File: config.mk
export PLATFORM = sky130hd
export DESIGN_NAME = fp_norm_lzc_stage_flat
export DESIGN_NICKNAME = d
export VERILOG_FILES = /design/src/rtl/fp_norm_lzc_stage_if.sv /design/src/rtl/fp_norm_lzc_stage.sv /design/src/flat_wrapper.sv
export SDC_FILE = /design/constraint.sdc
export NUM_CORES = 1
export LEC_CHECK = 0
export CAP_MARGIN = 15
export CORE_ASPECT_RATIO = 1.5
export CORE_UTILIZATION = 58
export CTS_BUF_LIST = sky130_fd_sc_hd__clkbuf_8
export DETAILED_ROUTE_END_ITERATION = 16
export GPL_ROUTABILITY_DRIVEN = 1
export PLACE_DENSITY = 0.87
export REMOVE_ABC_BUFFERS = 1
export SLEW_MARGIN = 10
export SYNTH_ARGS = -nofsm -noshare
export SYNTH_HDL_FRONTEND = slang
export SYNTH_SLANG_ARGS = --single-unit
File: constraint.sdc
create_clock -name clk -period 15.18 [get_ports clk]
set_input_delay 2.277 -clock clk [delete_from_list [all_inputs] [get_ports clk]]
set_output_delay 2.277 -clock clk [all_outputs]
set_load 0.02 [all_outputs]
File: src/rtl/fp_norm_lzc_stage_if.sv
// fp_norm_lzc_stage_if: valid/ready bus of the normalisation-control stage.
// Upstream side: in_valid/in_ready, in_sign, in_exp (signed EW), in_mant, clr.
// Downstream side: out_valid/out_ready, out_sign, out_exp, out_mant,
// shift_time, out_zero, out_uflow.
// The master drives inputs and out_ready; the slave (the stage) drives the rest.
interface fp_norm_lzc_stage_if #(
  parameter int DW       = 16,
  parameter int MANT_MUL = 22
);
  localparam int SHIFT = DW == 64 ? 7 : DW == 32 ? 6 : 5;
  localparam int EXP_W = DW == 64 ? 11 : DW == 32 ? 8 : 5;
  localparam int EW    = EXP_W + 2;
  logic                in_valid;
  logic                in_ready;
  logic                in_sign;
  logic [EW-1:0]       in_exp;
  logic [MANT_MUL-1:0] in_mant;
  logic                clr;
  logic                out_valid;
  logic                out_ready;
  logic                out_sign;
  logic [EW-1:0]       out_exp;
  logic [MANT_MUL-1:0] out_mant;
  logic [SHIFT-1:0]    shift_time;
  logic                out_zero;
  logic                out_uflow;
  modport master (
    output in_valid, in_sign, in_exp, in_mant, clr, out_ready,
    input  in_ready, out_valid, out_sign, out_exp, out_mant, shift_time, out_zero, out_uflow
  );
  modport slave (
    input  in_valid, in_sign, in_exp, in_mant, clr, out_ready,
    output in_ready, out_valid, out_sign, out_exp, out_mant, shift_time, out_zero, out_uflow
  );
endinterface

File: src/rtl/fp_norm_lzc_stage.sv
// fp_norm_lzc_stage: two-stage leading-zero count and exponent-clamped shift control.
// Ports: clk, rst (async active-high), bus (fp_norm_lzc_stage_if.slave).
// S1 registers the input beat; S2 registers shift_time, the adjusted exponent and
// flags computed from S1, with the mantissa and sign forwarded unshifted.
module fp_norm_lzc_stage #(
  parameter int DW       = 16,
  parameter int MANT_MUL = 22
) (
  input  logic                 clk,
  input  logic                 rst,
  fp_norm_lzc_stage_if.slave   bus
);
  localparam int SHIFT = DW == 64 ? 7 : DW == 32 ? 6 : 5;
  localparam int EXP_W = DW == 64 ? 11 : DW == 32 ? 8 : 5;
  localparam int EW    = EXP_W + 2;
  localparam int CW    = (SHIFT > EW ? SHIFT : EW) + 1;
  logic                s1_valid;
  logic                s1_sign;
  logic [EW-1:0]       s1_exp;
  logic [MANT_MUL-1:0] s1_mant;
  logic                adv;
  logic                nz;
  logic                e_gt1;
  logic                found;
  logic [SHIFT-1:0]    lzc;
  logic [SHIFT-1:0]    sh;
  logic [CW-1:0]       lzc_x;
  logic [CW-1:0]       lim_x;
  assign adv          = !bus.out_valid || bus.out_ready;
  assign bus.in_ready = !s1_valid || adv;
  always_comb begin
    lzc   = '0;
    found = 1'b0;
    for (int i = MANT_MUL - 1; i >= 0; i--) begin
      if (!found && s1_mant[i]) found = 1'b1;
      else if (!found) lzc = lzc + SHIFT'(1);
    end
  end
  assign nz    = |s1_mant;
  assign e_gt1 = $signed(s1_exp) > $signed(EW'(1));
  // e-1 is only consulted when e > 1, so zero-extending it is safe.
  assign lzc_x = CW'(lzc);
  assign lim_x = CW'(s1_exp - EW'(1));
  assign sh    = (nz && e_gt1) ? (lzc_x < lim_x ? lzc : lim_x[SHIFT-1:0]) : '0;
  always_ff @(posedge clk or posedge rst) begin
    if (rst) begin
      s1_valid <= 1'b0;
      s1_sign  <= 1'b0;
      s1_exp   <= '0;
      s1_mant  <= '0;
    end else if (bus.clr) begin
      s1_valid <= 1'b0;
    end else if (bus.in_ready) begin
      s1_valid <= bus.in_valid;
      if (bus.in_valid) begin
        s1_sign <= bus.in_sign;
        s1_exp  <= bus.in_exp;
        s1_mant <= bus.in_mant;
      end
    end
  end
  always_ff @(posedge clk or posedge rst) begin
    if (rst) begin
      bus.out_valid  <= 1'b0;
      bus.out_sign   <= 1'b0;
      bus.out_exp    <= '0;
      bus.out_mant   <= '0;
      bus.shift_time <= '0;
      bus.out_zero   <= 1'b0;
      bus.out_uflow  <= 1'b0;
    end else if (bus.clr) begin
      bus.out_valid <= 1'b0;
    end else if (adv) begin
      bus.out_valid <= s1_valid;
      if (s1_valid) begin
        bus.out_sign   <= s1_sign;
        bus.out_exp    <= nz ? s1_exp - EW'(sh) : '0;
        bus.out_mant   <= s1_mant;
        bus.shift_time <= sh;
        bus.out_zero   <= !nz;
        bus.out_uflow  <= nz && (lzc > sh);
      end
    end
  end
endmodule

File: src/flat_wrapper.sv
// flat-port wrapper written by rule: the top's interface ports become plain ports
module fp_norm_lzc_stage_flat 
#(
  parameter int DW       = 16,
  parameter int MANT_MUL = 22
)
  (clk, rst, bus_in_valid, bus_in_sign, bus_in_exp, bus_in_mant, bus_clr, bus_out_ready, bus_in_ready, bus_out_valid, bus_out_sign, bus_out_exp, bus_out_mant, bus_shift_time, bus_out_zero, bus_out_uflow);
  fp_norm_lzc_stage_if #(.DW(DW), .MANT_MUL(MANT_MUL)) bus_i ();
  input  logic clk;
  input  logic rst;
  input wire logic [$bits(bus_i.in_valid)-1:0] bus_in_valid;
  input wire logic [$bits(bus_i.in_sign)-1:0] bus_in_sign;
  input wire logic [$bits(bus_i.in_exp)-1:0] bus_in_exp;
  input wire logic [$bits(bus_i.in_mant)-1:0] bus_in_mant;
  input wire logic [$bits(bus_i.clr)-1:0] bus_clr;
  input wire logic [$bits(bus_i.out_ready)-1:0] bus_out_ready;
  output wire logic [$bits(bus_i.in_ready)-1:0] bus_in_ready;
  output wire logic [$bits(bus_i.out_valid)-1:0] bus_out_valid;
  output wire logic [$bits(bus_i.out_sign)-1:0] bus_out_sign;
  output wire logic [$bits(bus_i.out_exp)-1:0] bus_out_exp;
  output wire logic [$bits(bus_i.out_mant)-1:0] bus_out_mant;
  output wire logic [$bits(bus_i.shift_time)-1:0] bus_shift_time;
  output wire logic [$bits(bus_i.out_zero)-1:0] bus_out_zero;
  output wire logic [$bits(bus_i.out_uflow)-1:0] bus_out_uflow;
  assign bus_i.in_valid = bus_in_valid;
  assign bus_i.in_sign = bus_in_sign;
  assign bus_i.in_exp = bus_in_exp;
  assign bus_i.in_mant = bus_in_mant;
  assign bus_i.clr = bus_clr;
  assign bus_i.out_ready = bus_out_ready;
  assign bus_in_ready = bus_i.in_ready;
  assign bus_out_valid = bus_i.out_valid;
  assign bus_out_sign = bus_i.out_sign;
  assign bus_out_exp = bus_i.out_exp;
  assign bus_out_mant = bus_i.out_mant;
  assign bus_shift_time = bus_i.shift_time;
  assign bus_out_zero = bus_i.out_zero;
  assign bus_out_uflow = bus_i.out_uflow;
  fp_norm_lzc_stage #(.DW(DW), .MANT_MUL(MANT_MUL)) u_core (.clk(clk), .rst(rst), .bus(bus_i));
endmodule
# Word-level counts from Yosys, hierarchy flattened
# Cells that the tools add are included.
totals:
  ff_bits: 69
  input_bits: 35
  out_inout_bits: 39
op_classes:
  addsub: 23
  n_lt_le_gt_ge: 3
  n_mux: 71
  bitwise_logic: 1
  reduce_logical: 54
op_table:
  columns: ["cell", "count"]
  rows:
  - ["5-bit 2-to-1 mux", 44]
  - ["5-bit by 1-bit adder with 5-bit output (second input constant)", 20]
  - ["1-bit 2-to-1 mux", 26]
  - ["1-bit zero test", 24]
  - ["1-bit logical AND", 23]
  - ["22-bit OR reduction", 1]
  - ["5-bit by 8-bit < comparator with 1-bit output", 1]
  - ["7-bit by 1-bit subtractor with 8-bit output (second input constant)", 1]
  - ["7-bit by 2-bit greater-than comparator with 1-bit output (second input constant)", 1]
  - ["7-bit 2-to-1 mux", 1]
  - ["7-bit by 5-bit subtractor with 7-bit output", 1]
  - ["3-bit AND reduction", 2]
  - ["5-bit greater-than comparator", 1]
  - ["2-bit nonzero test", 2]
  - ["1-bit by 1-bit adder with 2-bit output (second input constant)", 1]
  - ["1-bit logical OR", 2]
  - ["1-bit inverter", 1]

# Logic depth before layout (Yosys ltp)
# Gate-level depths: netlist of run 1.
logic_depth:
  word_depth: 69
  depth_mapped: 75
  mapped_depth_nobuf: 73

# Worst setup path before layout of run 1
# OpenSTA, ideal clock, no wires.
synth_path:
  path_type: "reg2reg"
  startpoint: "register u_core.s1_mant[20]"
  endpoint: "register u_core.bus.out_exp[6]"
  setup_ns: 0.127
  arrival_ns: 12.835
  required_time_ns: 15.053
  setup_slack_ns: 2.218
  stages_incl_launch_ff: 73
  n_path_buf: 2
  path_cell_list: "dfrtp_1 -> inv_1 -> nor2_1 -> ha_1 -> and3b_1 -> o21ai_0 -> clkbuf_1 -> inv_1 -> ha_1 -> nor2b_1 -> o31ai_1 -> inv_1 -> ha_1 -> xnor2_1 -> nand2b_1 -> a31o_2 -> ha_1 -> xnor2_1 -> (+37 left out) -> nand3_1 -> xor2_1 -> inv_2 -> ha_1 -> nor2b_1 -> o221a_2 -> clkbuf_1 -> mux2_2 -> nor2_1 -> ha_1 -> inv_1 -> fa_1 -> a21o_1 -> a21oi_1 -> nor2b_1 -> nor3_1 -> xnor2_1 -> o21ai_0"
synth_between:
  elab_chain_cells: 67
  word_cells_on_any_way: 129
  classes_between: "21 x add/sub; 1 x order compare; 64 x mux; 43 x reduce/logical"
synth_lines:
  columns: ["element", "line", "text"]
  rows:
  - ["start, declared", "fp_norm_lzc_stage.sv:20", "logic [MANT_MUL-1:0] s1_mant;"]
  - ["start signal, assigned", "fp_norm_lzc_stage.sv:58", "s1_mant <= bus.in_mant;"]
  - ["1-bit logical AND", "fp_norm_lzc_stage.sv:35", "if (!found && s1_mant[i]) found = 1'b1;"]
  - ["5-bit 2-to-1 mux or 1-bit 2-to-1 mux (tied branches)", "fp_norm_lzc_stage.sv:35", null]
  - ["5-bit by 1-bit adder with 5-bit output or 1-bit zero test (tied branches)", "fp_norm_lzc_stage.sv:36, fp_norm_lzc_stage.sv:35", null]
  - ["5-bit 2-to-1 mux or 1-bit logical AND (tied branches)", "fp_norm_lzc_stage.sv:36, fp_norm_lzc_stage.sv:35", null]
  - ["5-bit 2-to-1 mux or 1-bit 2-to-1 mux (tied branches)", "fp_norm_lzc_stage.sv:35", null]
  - ["5-bit by 1-bit adder with 5-bit output or 1-bit zero test (tied branches)", "fp_norm_lzc_stage.sv:36, fp_norm_lzc_stage.sv:35", null]
  - ["5-bit 2-to-1 mux or 1-bit logical AND (tied branches)", "fp_norm_lzc_stage.sv:36, fp_norm_lzc_stage.sv:35", null]
  - ["5-bit 2-to-1 mux or 1-bit 2-to-1 mux (tied branches)", "fp_norm_lzc_stage.sv:35", null]
  - ["(+52 left out)", null, null]
  - ["5-bit 2-to-1 mux or 1-bit logical AND (tied branches)", "fp_norm_lzc_stage.sv:36, fp_norm_lzc_stage.sv:35", null]
  - ["5-bit 2-to-1 mux", "fp_norm_lzc_stage.sv:35", null]
  - ["5-bit by 8-bit < comparator with 1-bit output", "fp_norm_lzc_stage.sv:44", "assign sh = (nz && e_gt1) ? (lzc_x < lim_x ? lzc : lim_x[SHIFT-1:0]) : '0;"]
  - ["5-bit 2-to-1 mux", "fp_norm_lzc_stage.sv:44", null]
  - ["5-bit 2-to-1 mux *", "fp_norm_lzc_stage.sv:44", null]
  - ["via u_core.sh[0]", "fp_norm_lzc_stage.sv:26", "logic [SHIFT-1:0] sh;"]
  - ["7-bit by 5-bit subtractor with 7-bit output *", "fp_norm_lzc_stage.sv:77", "bus.out_exp <= nz ? s1_exp - EW'(sh) : '0;"]
  - ["7-bit 2-to-1 mux *", "fp_norm_lzc_stage.sv:77", null]
  - ["end signal, assigned", "fp_norm_lzc_stage.sv:77", null]
  - ["end, declared", "fp_norm_lzc_stage_if.sv:33", "output in_ready, out_valid, out_sign, out_exp, out_mant, shift_time, out_zero, out_uflow"]
# Mark *: on every way through the listed nets, which the timed path passes. The rest lies on a longest branch.
# A chain may end at the register's enable or synchronous reset.

# Final worst setup path of run 1
# Ends and elaborated chain as after synthesis.

==> metrics.md, run 1 <==
| Metric | Value |
|---|---|
| Status | `finished clean` |
| Synth area leader | `dfrtp_1` |
| Antenna violations before repair | `0` |
| Core area | `0.009254 mm^2` |
| Leak | `2.816 nW` |
| Clock transition at path regs | `0.08 ns` |
| Final core area utilization | `0.7134` |
| Detailed Routing Iterations Pass 1 | `5` |
| Crit path from | `u_core.s1_mant[20]$_DFFE_PP0P_` |
| Asr flop ratio synth | `1.000` |
| Seq cells post-synth | `69` |
| Die area | `0.009988 mm^2` |
| Final setup vio count | `0` |
| Worst Path Max Fanout | `11` |
| Total power | `0.7754 mW` |
| Root buf cell | `clkbuf_8` |
| Power density cells | `~120 mW/mm^2` |
| Dominant cells by area after synthesis | `dfrtp_1 31%, mux2_2 10%, ha_1 7.9%` |
| Setup Fix Bufs, Post-CTS | `0` |
| Clock Path Buffers | `2` |
| EDFF count, synth | `0` |
| Nets | `around 760` |
| Clk_skew | `0.007236 ns` |
| Crit-path most repeated cell | `ha_1` |
| Cell Area, Placed | `between 0.006 and 0.007 mm^2` |
| Avg Cell Area, Syn | `8.937 um^2` |
| WL final | `14580 um` |
| Detailed-route vias per instance | `~6.2` |
| Wire length per cell | `18.14 um` |
| R2R Path Start | `u_core.s1_mant[20]$_DFFE_PP0P_` |
| Vias | `5016` |
| Endpoint class of the critical path | `flip-flop` |
| Fmax | `about 0.07 GHz` |
| Final hold vios | `0` |
| Slowest stage cell on the critical path | `dfrtp_1` |
| CTS tree | `done` |
| Startpoint types | `flip-flop` |
| Yosys top cell area share | `0.3106` |
| Htree depth | `3` |
| Cells after Synth | `622` |
| Final min period | `14.19 ns` |
| WP data arrival | `14.43 ns` |
| RePlAce Congestion | `about 0.96` |
| Post-Syn Area | `~0.0056 mm^2` |
| Critical Setup Path Class | `reg2reg` |
| HP Start | `u_core.bus.out_mant[21]$_DFFE_PP0P_` |
| Register area share after synthesis | `0.3106` |
| P&R area growth vs syn | `18.75%` |
| Synth cell types | `78` |
| Die width | `81.94 um` |
| TritonCTS buffer count | `9` |
| Data required, critical path | `15.42 ns` |
| Die Span Y | `121.9 um` |
| Dpl hpwl | `10850 um` |
| Starting DRT DRC Count | `between 300 and 400` |
| Slew Viols, Final | `0` |
| Antenna-violating nets left | `0` |
| Synth warn | `0` |
| Top post-synthesis cells by count | `72 x nand2_1, 69 x dfrtp_1, 51 x mux2_2` |
| Filler cell count | `719` |
| Row Count | `between 40 and 50` |
| Min Hold Slack | `0.4881 ns` |
| Vias in the first global route | `5096` |
| Peak supply drop | `0.00009007 V` |
| Final period utilization | `0.9348` |
| First-pass GRT wire length | `24070 um` |
| Multi-input logic area | `0.003645 mm^2` |
| Share of layout cells above drive strength 1 | `0.1373` |
| Total track usage | `0.3171` |
| Ys flop type | `dfrtp_1` |
| Max stage delay on crit path | `0.45 ns` |
| Setup_tns | `0 ns` |
| Drt drc | `0` |
| Count of input and output buffers | `between 70 and 80` |
| Remaining Overflow, GRT | `0` |
| Top-count cell post-synth | `nand2_1` |
| Initial core utilization | `0.6007` |
| Path category of the worst min-delay check | `reg2reg` |
| Sink Count | `69` |
| Slew at the pin closest to its max-slew limit | `0.9575 ns` |
| Clock Latency Late Sink | `between 0.3 and 0.4 ns` |
| Largest net degree at the start of global routing | `70` |
| Relative max-transition margin | `0.3568` |
| Max-cap violation count | `0` |
| Design area | `around 0.0066 mm^2` |
| Diode count | `0` |
| I/O Pins | `74` |
| FF+latch area | `0.001727 mm^2` |
area by class of cell:
class,count,area share
Timing Repair Buffer,78,0.1164
Sequential cell,69,0.2616
Clock inverter,7,0.01403
Inverter,28,0.01592
Tap cell,112,0.02123
Clock buffer,9,0.01876
Multi-Input combinational cell,501,0.5521
through the flow:
step | std cells | worst slack [ns]
detailed placement | 788 | 0.9694
global route | 804 | -0.008342
global placement | 788 | 1.581
floorplan | 598 | 2.167
CTS | 804 | 0.9245
finish | 804 | 0.9899
layout by cell type, fill, tap and decap left out, drive strengths merged, types with 7 or more instances in the layout:
| master | netlist | final |
|---|---|---|
| a21oi | 29 | 29 |
| clkbuf | 21 | 9 |
| a211oi | 7 | 7 |
| inv | 27 | 29 |
| mux2i | 8 | 8 |
| nand2 | 74 | 74 |
| nand2b | 12 | 12 |
| nand3 | 13 | 13 |
| xnor2 | 29 | 29 |
| clkdlybuf4s50 | 0 | 73 |
| a31oi | 7 | 7 |
| nor2 | 46 | 46 |
| o21ai | 35 | 35 |
| nor3 | 14 | 14 |
| nor2b | 14 | 14 |
| ha | 35 | 35 |
| o31ai | 9 | 9 |
| dfrtp | 69 | 69 |
| xor2 | 13 | 13 |
| a21o | 9 | 9 |
| mux2 | 51 | 51 |
metal layers:
| metal | part of all wire | global-route usage | up-vias | routed length, um |
|---|---|---|---|---|
| met1 | 0.38 | 0.3492 | 2429 | 5610 |
| met4 | 0.043 | 0.1634 | 0 | 626 |
| met5 | 0 | 0 | - | 0 |
| li1 | - | - | 2358 | - |
| met2 | 0.53 | 0.5625 | 176 | 7737 |
| met3 | 0.042 | 0.05918 | 53 | 609 |
sequential cells by signal, summed over array words and instances, names as in the netlist:
| register | flops |
|---|---|
| u_core.bus.out_mant | 22 |
| u_core.s1_mant | 22 |
| u_core.bus.out_exp | 7 |
| u_core.s1_exp | 7 |
| u_core.bus.shift_time | 5 |
| u_core.bus.out_sign | 1 |
| u_core.bus.out_uflow | 1 |
| u_core.bus.out_valid | 1 |
| u_core.bus.out_zero | 1 |
| u_core.s1_sign | 1 |
| u_core.s1_valid | 1 |
final timing paths:
path / end / slack, ns / depth (start not counted)
min in group asynchronous: u_core.bus.out_mant[16]$_DFFE_PP0P_ / 2.50 / 3
setup / recovery: u_core.bus.out_exp[6]$_DFFE_PP0P_ / 0.99 / 71
max in group asynchronous: u_core.bus.shift_time[1]$_DFFE_PP0P_ / 12.11 / 3
hold reg to reg: u_core.bus.out_mant[21]$_DFFE_PP0P_ / 0.49 / 2
setup reg to reg: u_core.bus.out_exp[6]$_DFFE_PP0P_ / 0.99 / 71
hold / removal: u_core.bus.out_mant[21]$_DFFE_PP0P_ / 0.49 / 2
worst max-delay path: cells and delay by family (launching register included):
family / cells / cell delay [ns]
XOR/XNOR: 5 / 1.13
AND/OR/NAND/NOR: 24 / 3.04
flip-flops: 1 / 0.45
AO/OA/AOI/OAI: 20 / 4.01
multiplexers: 3 / 0.73
buffers and inverters: 5 / 0.65
adder cells (fa/ha/maj): 14 / 4.08
logic make-up after synthesis:
| logic type | count (synthesis) | synth area share |
|---|---|---|
| and+or+nand+nor | 221 | 0.2003 |
| AOI/OAI and AO/OA | 136 | 0.1621 |
| DFF | 69 | 0.3106 |
| muxes | 59 | 0.1177 |
| buffers and inverters | 52 | 0.03533 |
| xor gates and xnor gates | 46 | 0.08620 |
| adders and majority gates | 39 | 0.08778 |
power breakdown:
| part | internal [mW] | total (mW) | switching, mW |
|---|---|---|---|
| sequential | 0.223 | 0.266 | 0.0433 |
| combinational | 0.160 | 0.343 | 0.183 |
| clock | 0.0919 | 0.166 | 0.0744 |
| total | 0.475 | 0.775 | 0.300 |
timing repair:
item                       CTS  global route
setup endpoints to repair    0             3
resized for setup            0             2
hold endpoints to repair     0             0
hold buffers                 0             0
Note: power is estimated with default switching activity, not from simulation.
==> run 2, diff against run 1 <==
--- a/config.mk
+++ b/config.mk
@@ -12,6 +12,7 @@
 export DETAILED_ROUTE_END_ITERATION = 16
 export GPL_ROUTABILITY_DRIVEN = 1
 export PLACE_DENSITY = 0.87
+export RECOVER_POWER = 100
 export REMOVE_ABC_BUFFERS = 1
 export SLEW_MARGIN = 10
 export SYNTH_ARGS = -nofsm -noshare
==> run 2 against run 1 <==
Against the previous run:
- the flow now finishes with violations (max-capacitance violations, max-slew violations)
- worst setup slack gained 0.030 ns
- routed wire length shrank 0.42%
- cell area shrank 0.11%
- largest cell class unchanged
- critical endpoint unchanged
- via count is essentially flat
- maximum frequency grew 0.21%
==> metrics.md, run 2 (synthesis results as in run 1) <==
| Metric | Value |
|---|---|
| Top flop regs | `u_core.bus.out_mant (22), u_core.s1_mant (22)` |
| TritonCTS buffer count | `9 (unchanged)` |
| Share of layout cells above drive strength 1 | `0.1329 (-0.004335)` |
| P&R area growth vs syn | `18.61%` |
| Setup_tns | `0 ns (unchanged)` |
| Peak supply drop | `0.00008825 V (-2.0%)` |
| Max Used Layer | `met4` |
| Power density cells | `115.8 mW/mm^2 (-1.4%)` |
| Max stage delay on crit path | `0.45 ns (about the same)` |
| Data required, critical path | `15.42 ns (about the same)` |
| Setup ws final | `1.020 ns (+0.02959 ns)` |
| Final setup vio count | `0 (unchanged)` |
| CTS tree | `done` |
| Core area | `0.009254 mm^2 (unchanged)` |
| Largest net degree at the start of global routing | `70 (unchanged)` |
| Total track usage | `0.3171 (unchanged)` |
| Path category of the worst min-delay check | `reg2reg` |
| WL final | `14520 um (-0.42%)` |
| Final hold vios | `0 (unchanged)` |
| Fin cells | `804 (unchanged)` |
| Diode count | `0 (unchanged)` |
| WP data arrival | `14.40 ns (-0.03 ns)` |
| Worst Path Max Fanout | `11 (unchanged)` |
| DR WL met3 | `601 um (-1.3%)` |
| Wire length per cell | `18.06 um (-0.42%)` |
| Final period utilization | `0.9328 (-0.001949)` |
| Drt drc | `0 (unchanged)` |
| Leak | `2.858 nW (+1.5%)` |
| Htree depth | `3 (unchanged)` |
| Vias in the first global route | `5096 (unchanged)` |
| Fmax | `0.07062 GHz (+0.21%)` |
| Slew Viols, Final | `101 (+101)` |
| Detailed-route vias per instance | `6.236 (about the same)` |
| Final min period | `14.16 ns (-0.02959 ns)` |
| Detailed Routing Iterations Pass 1 | `5 (unchanged)` |
| Critical Setup Path Class | `reg2reg` |
| Clk_skew | `0.007049 ns (-0.0001870 ns)` |
| Die Span Y | `121.9 um (unchanged)` |
| Root buf cell | `clkbuf_8` |
| Die width | `81.94 um (unchanged)` |
| Die area | `0.009988 mm^2 (unchanged)` |
| Vias | `5014 (-0.040%)` |
| Most common cell after layout, fill and taps aside | `nand2_1` |
| Met2 WL | `7695 um (-0.54%)` |
| I/O Pins | `74 (unchanged)` |
| Clock transition at path regs | `0.08 ns (about the same)` |
| Slew at the pin closest to its max-slew limit | `3.672 ns (+2.715 ns)` |
| Design area | `0.006594 mm^2 (-0.11%)` |
| Startpoint types | `flip-flop` |
| Remaining Overflow, GRT | `0 (unchanged)` |
| Antenna violations before repair | `0 (unchanged)` |
| Max-cap violation count | `2 (+2)` |
| Row Count | `43 (unchanged)` |
| Placed Cells incl. Taps | `788 (unchanged)` |
| Sink Count | `69 (unchanged)` |
| Clock Latency Late Sink | `0.36 ns (about the same)` |
| Min Hold Slack | `0.4839 ns (-0.004138 ns)` |
| Antenna-violating nets left | `0 (unchanged)` |
| Starting DRT DRC Count | `342 (-13%)` |
| Total power | `0.7638 mW (-1.5%)` |
| First-pass GRT wire length | `24070 um (unchanged)` |
| Count of input and output buffers | `73 (unchanged)` |
| Dpl ws | `0.9694 ns (unchanged)` |
| Status | `finished, violations left` |
| Nets | `758 (unchanged)` |
| Clock Path Buffers | `2 (unchanged)` |
| Failing checks | `max-capacitance violations, max-slew violations` |
| Cell Area, Placed | `0.006376 mm^2 (unchanged)` |
| Relative max-transition margin | `-1.448 (-1.805)` |
| Initial core utilization | `0.6007 (unchanged)` |
| Dpl hpwl | `10850 um (unchanged)` |
| Metal1 wirelength | `5558 um (-0.93%)` |
| RePlAce Congestion | `0.9586 (unchanged)` |
| Final core area utilization | `0.7125 (-0.0008120)` |
| Crit-path most repeated cell | `ha_1` |
| Slowest stage cell on the critical path | `dfrtp_1` |
| Commonest non-fill, non-tap cells in the layout | `72 x nand2_1, 69 x dfrtp_1, 51 x mux2_2, 46 x nor2_1, 41 x dlygate4sd3_1` |
| Endpoint class of the critical path | `flip-flop` |
## run 2: cell types whose count changed in the layout (fill, tap and decap cells not counted)
| cell | change |
|---|---|
| inv_2 | -1 |
| dlygate4sd3_1 | +41 |
| buf_4 | -2 |
| clkdlybuf4s50_1 | -41 |
| clkbuf_1 | +2 |
| clkinv_1 | +1 |
## run 2: worst paths after layout
path                                                          from                              endpoint  slack, ns  cells past startpoint
worst max register to register      u_core.s1_mant[20]$_DFFE_PP0P_     u_core.bus.out_exp[6]$_DFFE_PP0P_       1.02                     71
worst min-delay path            u_core.bus.out_mant[9]$_DFFE_PP0P_    u_core.bus.out_mant[9]$_DFFE_PP0P_       0.48                      2
min in group asynchronous                                      rst   u_core.bus.out_mant[16]$_DFFE_PP0P_       3.79                      3
worst min register to register  u_core.bus.out_mant[9]$_DFFE_PP0P_    u_core.bus.out_mant[9]$_DFFE_PP0P_       0.48                      2
max in group asynchronous                                      rst  u_core.bus.shift_time[1]$_DFFE_PP0P_       9.33                      3
worst max-delay path                u_core.s1_mant[20]$_DFFE_PP0P_     u_core.bus.out_exp[6]$_DFFE_PP0P_       1.02                     71
## run 2: metal layers
layer,vias to the layer above,GRT usage
met3,52,0.05918
met2,172,0.5625
met4,0,0.1634
li1,2360,-
met5,-,0
met1,2430,0.3492
## run 2: timing repair
item / in CTS / in global routing
buffers inserted: 0 / 0
resized for setup: 0 / 2
hold buffers: 0 / 0
hold endpoints to repair: 0 / 0
setup endpoints to repair: 0 / 3
## run 2: final cells by class
type / count / area (um^2)
clock inverters: 7 / 92.59
clock buffers: 9 / 123.9
multi-input cells: 501 / 3645
well taps: 112 / 140.1
flip-flops and latches: 69 / 1727
repair buffers: 78 / 760.7
fillers: 723 / 2660
inverters: 28 / 105.1
## run 2: report_power, final
| part | switching [mW] | internal (mW) |
|---|---|---|
| clock | 0.0744 | 0.0918 |
| combinational | 0.182 | 0.150 |
| sequential | 0.0420 | 0.223 |
## run 2: critical path: cells and delay by family, from the launching register on
family	cells	cell delay, ns
DFF	1	0.45
adders and majority gates	14	4.08
xor gates and xnor gates	5	1.12
and+or+nand+nor	24	3.06
AOI/OAI and AO/OA	20	3.99
muxes	3	0.73
buffers and inverters	5	0.65
==> run 3, diff against run 2 <==
--- a/config.mk
+++ b/config.mk
@@ -11,9 +11,9 @@
 export CTS_BUF_LIST = sky130_fd_sc_hd__clkbuf_8
 export DETAILED_ROUTE_END_ITERATION = 16
 export GPL_ROUTABILITY_DRIVEN = 1
+export GPL_TIMING_DRIVEN = 0
 export PLACE_DENSITY = 0.87
 export RECOVER_POWER = 100
-export REMOVE_ABC_BUFFERS = 1
 export SLEW_MARGIN = 10
 export SYNTH_ARGS = -nofsm -noshare
 export SYNTH_HDL_FRONTEND = slang
==> run 3 against run 2 <==
Against the previous run:
- the flow still finishes with violations (max-capacitance violations, max-slew violations)
- flip-flop and latch count unchanged
- core utilization is 1.1 points higher
- first-iteration DRC count increased by 30%
- routed wire length up 5.7%
- count of clock-buffer cells in the layout is 1 higher
- highest routed layer unchanged
- critical endpoint unchanged
- via count rose by 3.8%
- cell area grew 1.6%
- clock skew up 0.0044 ns
- final cell count up 2.2%
- combinational power up 5%
- register-to-register slack got worse by 0.51 ns
- die area stayed put
==> metrics.md, run 3 (synthesis results as in run 1) <==
| Metric | Value |
|---|---|
| Largest net degree at the start of global routing | `70 (unchanged)` |
| Share of layout cells above drive strength 1 | `0.1366 (+0.003672)` |
| Failing checks | `max-capacitance violations, max-slew violations` |
| Max-cap violation count | `1 (-1)` |
| Final core area utilization | `0.7236 (+0.01109)` |
| Die Span Y | `121.9 um (unchanged)` |
| Htree depth | `3 (unchanged)` |
| Detailed-route vias per instance | `6.330 (+1.5%)` |
| Status | `finished, violations left` |
| Top flop regs | `u_core.bus.out_mant (22), u_core.s1_mant (22)` |
| Fin cells | `822 (+2.2%)` |
| Relative max-transition margin | `-1.020 (+0.4282)` |
| Clk_skew | `0.01141 ns (+0.004360 ns)` |
| Min Hold Slack | `0.4772 ns (-0.006727 ns)` |
| Sink Count | `69 (unchanged)` |
| WP data arrival | `14.91 ns (+0.51 ns)` |
| Detailed Routing Iterations Pass 1 | `5 (unchanged)` |
| Syn_nets | `693` |
| Final period utilization | `0.9661 (+0.03329)` |
| Data required, critical path | `15.43 ns (about the same)` |
| Worst Path Max Fanout | `10 (-1)` |
| Leak | `2.881 nW (+0.82%)` |
| Max stage delay on crit path | `0.48 ns (+0.03 ns)` |
| RSZ-0062 raised after global routing | `no` |
| Root buf cell | `clkbuf_8` |
| RePlAce Congestion | `0.9733 (+1.5%)` |
| Clock Latency Late Sink | `0.36 ns (about the same)` |
| I/O Pins | `74 (unchanged)` |
| FF+latch area | `0.001727 mm^2 (unchanged)` |
| WL final | `15350 um (+5.7%)` |
| Remaining Overflow, GRT | `0 (unchanged)` |
| Most common cell after layout, fill and taps aside | `nand2_1` |
| P&R area growth vs syn | `20.46%` |
| First-pass GRT wire length | `24310 um (+1.0%)` |
| Fmax | `0.06819 GHz (-3.4%)` |
| Path category of the worst min-delay check | `reg2reg` |
| Starting DRT DRC Count | `443 (+30%)` |
| TritonCTS buffer count | `9 (unchanged)` |
| Multi-input logic area | `0.003672 mm^2 (+0.76%)` |
| Power density cells | `117.1 mW/mm^2 (+1.1%)` |
| Vias in the first global route | `5251 (+3.0%)` |
| Die area | `0.009988 mm^2 (unchanged)` |
| Placed Cells incl. Taps | `807 (+2.4%)` |
| Peak supply drop | `0.00008078 V (-8.5%)` |
| Diode count | `0 (unchanged)` |
| Die width | `81.94 um (unchanged)` |
| Cell Area, Placed | `0.006437 mm^2 (+0.96%)` |
| Initial core utilization | `0.6007 (unchanged)` |
| Wire length per cell | `18.67 um (+3.4%)` |
| Vias | `5203 (+3.8%)` |
| Row Count | `43 (unchanged)` |
| Startpoint types | `flip-flop` |
| Antenna-violating nets left | `0 (unchanged)` |
| Drt drc | `0 (unchanged)` |
| Antenna violations before repair | `0 (unchanged)` |
| CTS tree | `done` |
| CTS Hold Buffers Added | `0 (unchanged)` |
| Commonest non-fill, non-tap cells in the layout | `72 x nand2_1, 69 x dfrtp_1, 51 x mux2_2, 46 x nor2_1, 41 x dlygate4sd3_1` |
| Core area | `0.009254 mm^2 (unchanged)` |
| Critical Setup Path Class | `reg2reg` |
| Slowest stage cell on the critical path | `or3b_2` |
| Total track usage | `0.3238 (+0.006630)` |
| Count of input and output buffers | `73 (unchanged)` |
| Crit-path most repeated cell | `ha_1` |
| Slew Viols, Final | `70 (-31%)` |
| Endpoint class of the critical path | `flip-flop` |
| Nets | `776 (+2.4%)` |
| Setup_tns | `0 ns (unchanged)` |
| Final hold vios | `0 (unchanged)` |
| Design area | `0.006696 mm^2 (+1.6%)` |
| Final min period | `14.67 ns (+0.5054 ns)` |
| Slew at the pin closest to its max-slew limit | `3.013 ns (-0.6588 ns)` |
| Final setup vio count | `0 (unchanged)` |
| Clock Path Buffers | `2 (unchanged)` |
| Filler cell count | `714 (-1.2%)` |
| Clock transition at path regs | `0.09 ns (about the same)` |
| Dpl hpwl | `11400 um (+5.1%)` |
run 3: power by group:
| part | leakage, nW | switching (mW) | internal [mW] |
|---|---|---|---|
| clock | 0.113 | 0.0797 | 0.0981 |
| combinational | 1.93 | 0.197 | 0.153 |
| sequential | 0.840 | 0.0333 | 0.223 |
| total | 2.88 | 0.310 | 0.474 |
run 3: worst paths after layout:
kind,slack (ns),depth (start not counted),startpoint,to
min reg2reg,0.48,2,u_core.bus.out_exp[6]$_DFFE_PP0P_,u_core.bus.out_exp[6]$_DFFE_PP0P_
max reg2reg,0.51,70,u_core.s1_mant[20]$_DFFE_PP0P_,u_core.bus.out_exp[6]$_DFFE_PP0P_
min,0.48,2,u_core.bus.out_exp[6]$_DFFE_PP0P_,u_core.bus.out_exp[6]$_DFFE_PP0P_
max in group asynchronous,10.61,2,rst,u_core.s1_mant[7]$_DFFE_PP0P_
min in group asynchronous,3.23,2,rst,u_core.bus.out_mant[17]$_DFFE_PP0P_
max,0.51,70,u_core.s1_mant[20]$_DFFE_PP0P_,u_core.bus.out_exp[6]$_DFFE_PP0P_
run 3: final cells by class:
type                            count  area share
Multi-Input combinational cell    501      0.5484
Sequential cell                    69      0.2578
Timing Repair Buffer               73      0.1091
Tap cell                          112     0.02093
Clock buffer                       10     0.02055
Inverter                           28     0.01588
Clock inverter                      6     0.01401
Buffer                             23     0.01327
run 3: critical path: cells and delay by family (launching register included):
family	cells	cell delay, ns
adders and majority gates	14	4.11
AOI/OAI and AO/OA	19	3.94
and+or+nand+nor	24	3.55
xor gates and xnor gates	5	1.08
buffers and inverters	5	0.78
muxes	3	0.62
DFF	1	0.47
run 3: repair_timing:
item | 4_1_cts | 5_1_grt
cloned | 0 | 0
gates resized for setup | 1 | 9
endpoints found under the setup margin | 1 | 7
hold endpoints to repair | 0 | 0
setup buffers | 0 | 0
run 3: per-layer routing:
| layer | routed length [um] | GRT usage | vias to the layer above |
|---|---|---|---|
| met4 | 756 | 0.2061 | 0 |
| met2 | 8067 | 0.5723 | 231 |
| li1 | - | - | 2395 |
| met5 | 0 | 0 | - |
| met3 | 748 | 0.05543 | 68 |
| met1 | 5777 | 0.3442 | 2509 |
run 3: stage by stage:
step | setup slack, ns | total power [mW]
final | 0.5141 | 0.7838
after floorplan | 2.218 | 0.4820
after CTS | 0.08958 | 0.7883
after global placement | 0.3088 | 0.5935
after detailed placement | 0.003883 | 0.6076
after global routing | 0.009758 | 0.8265
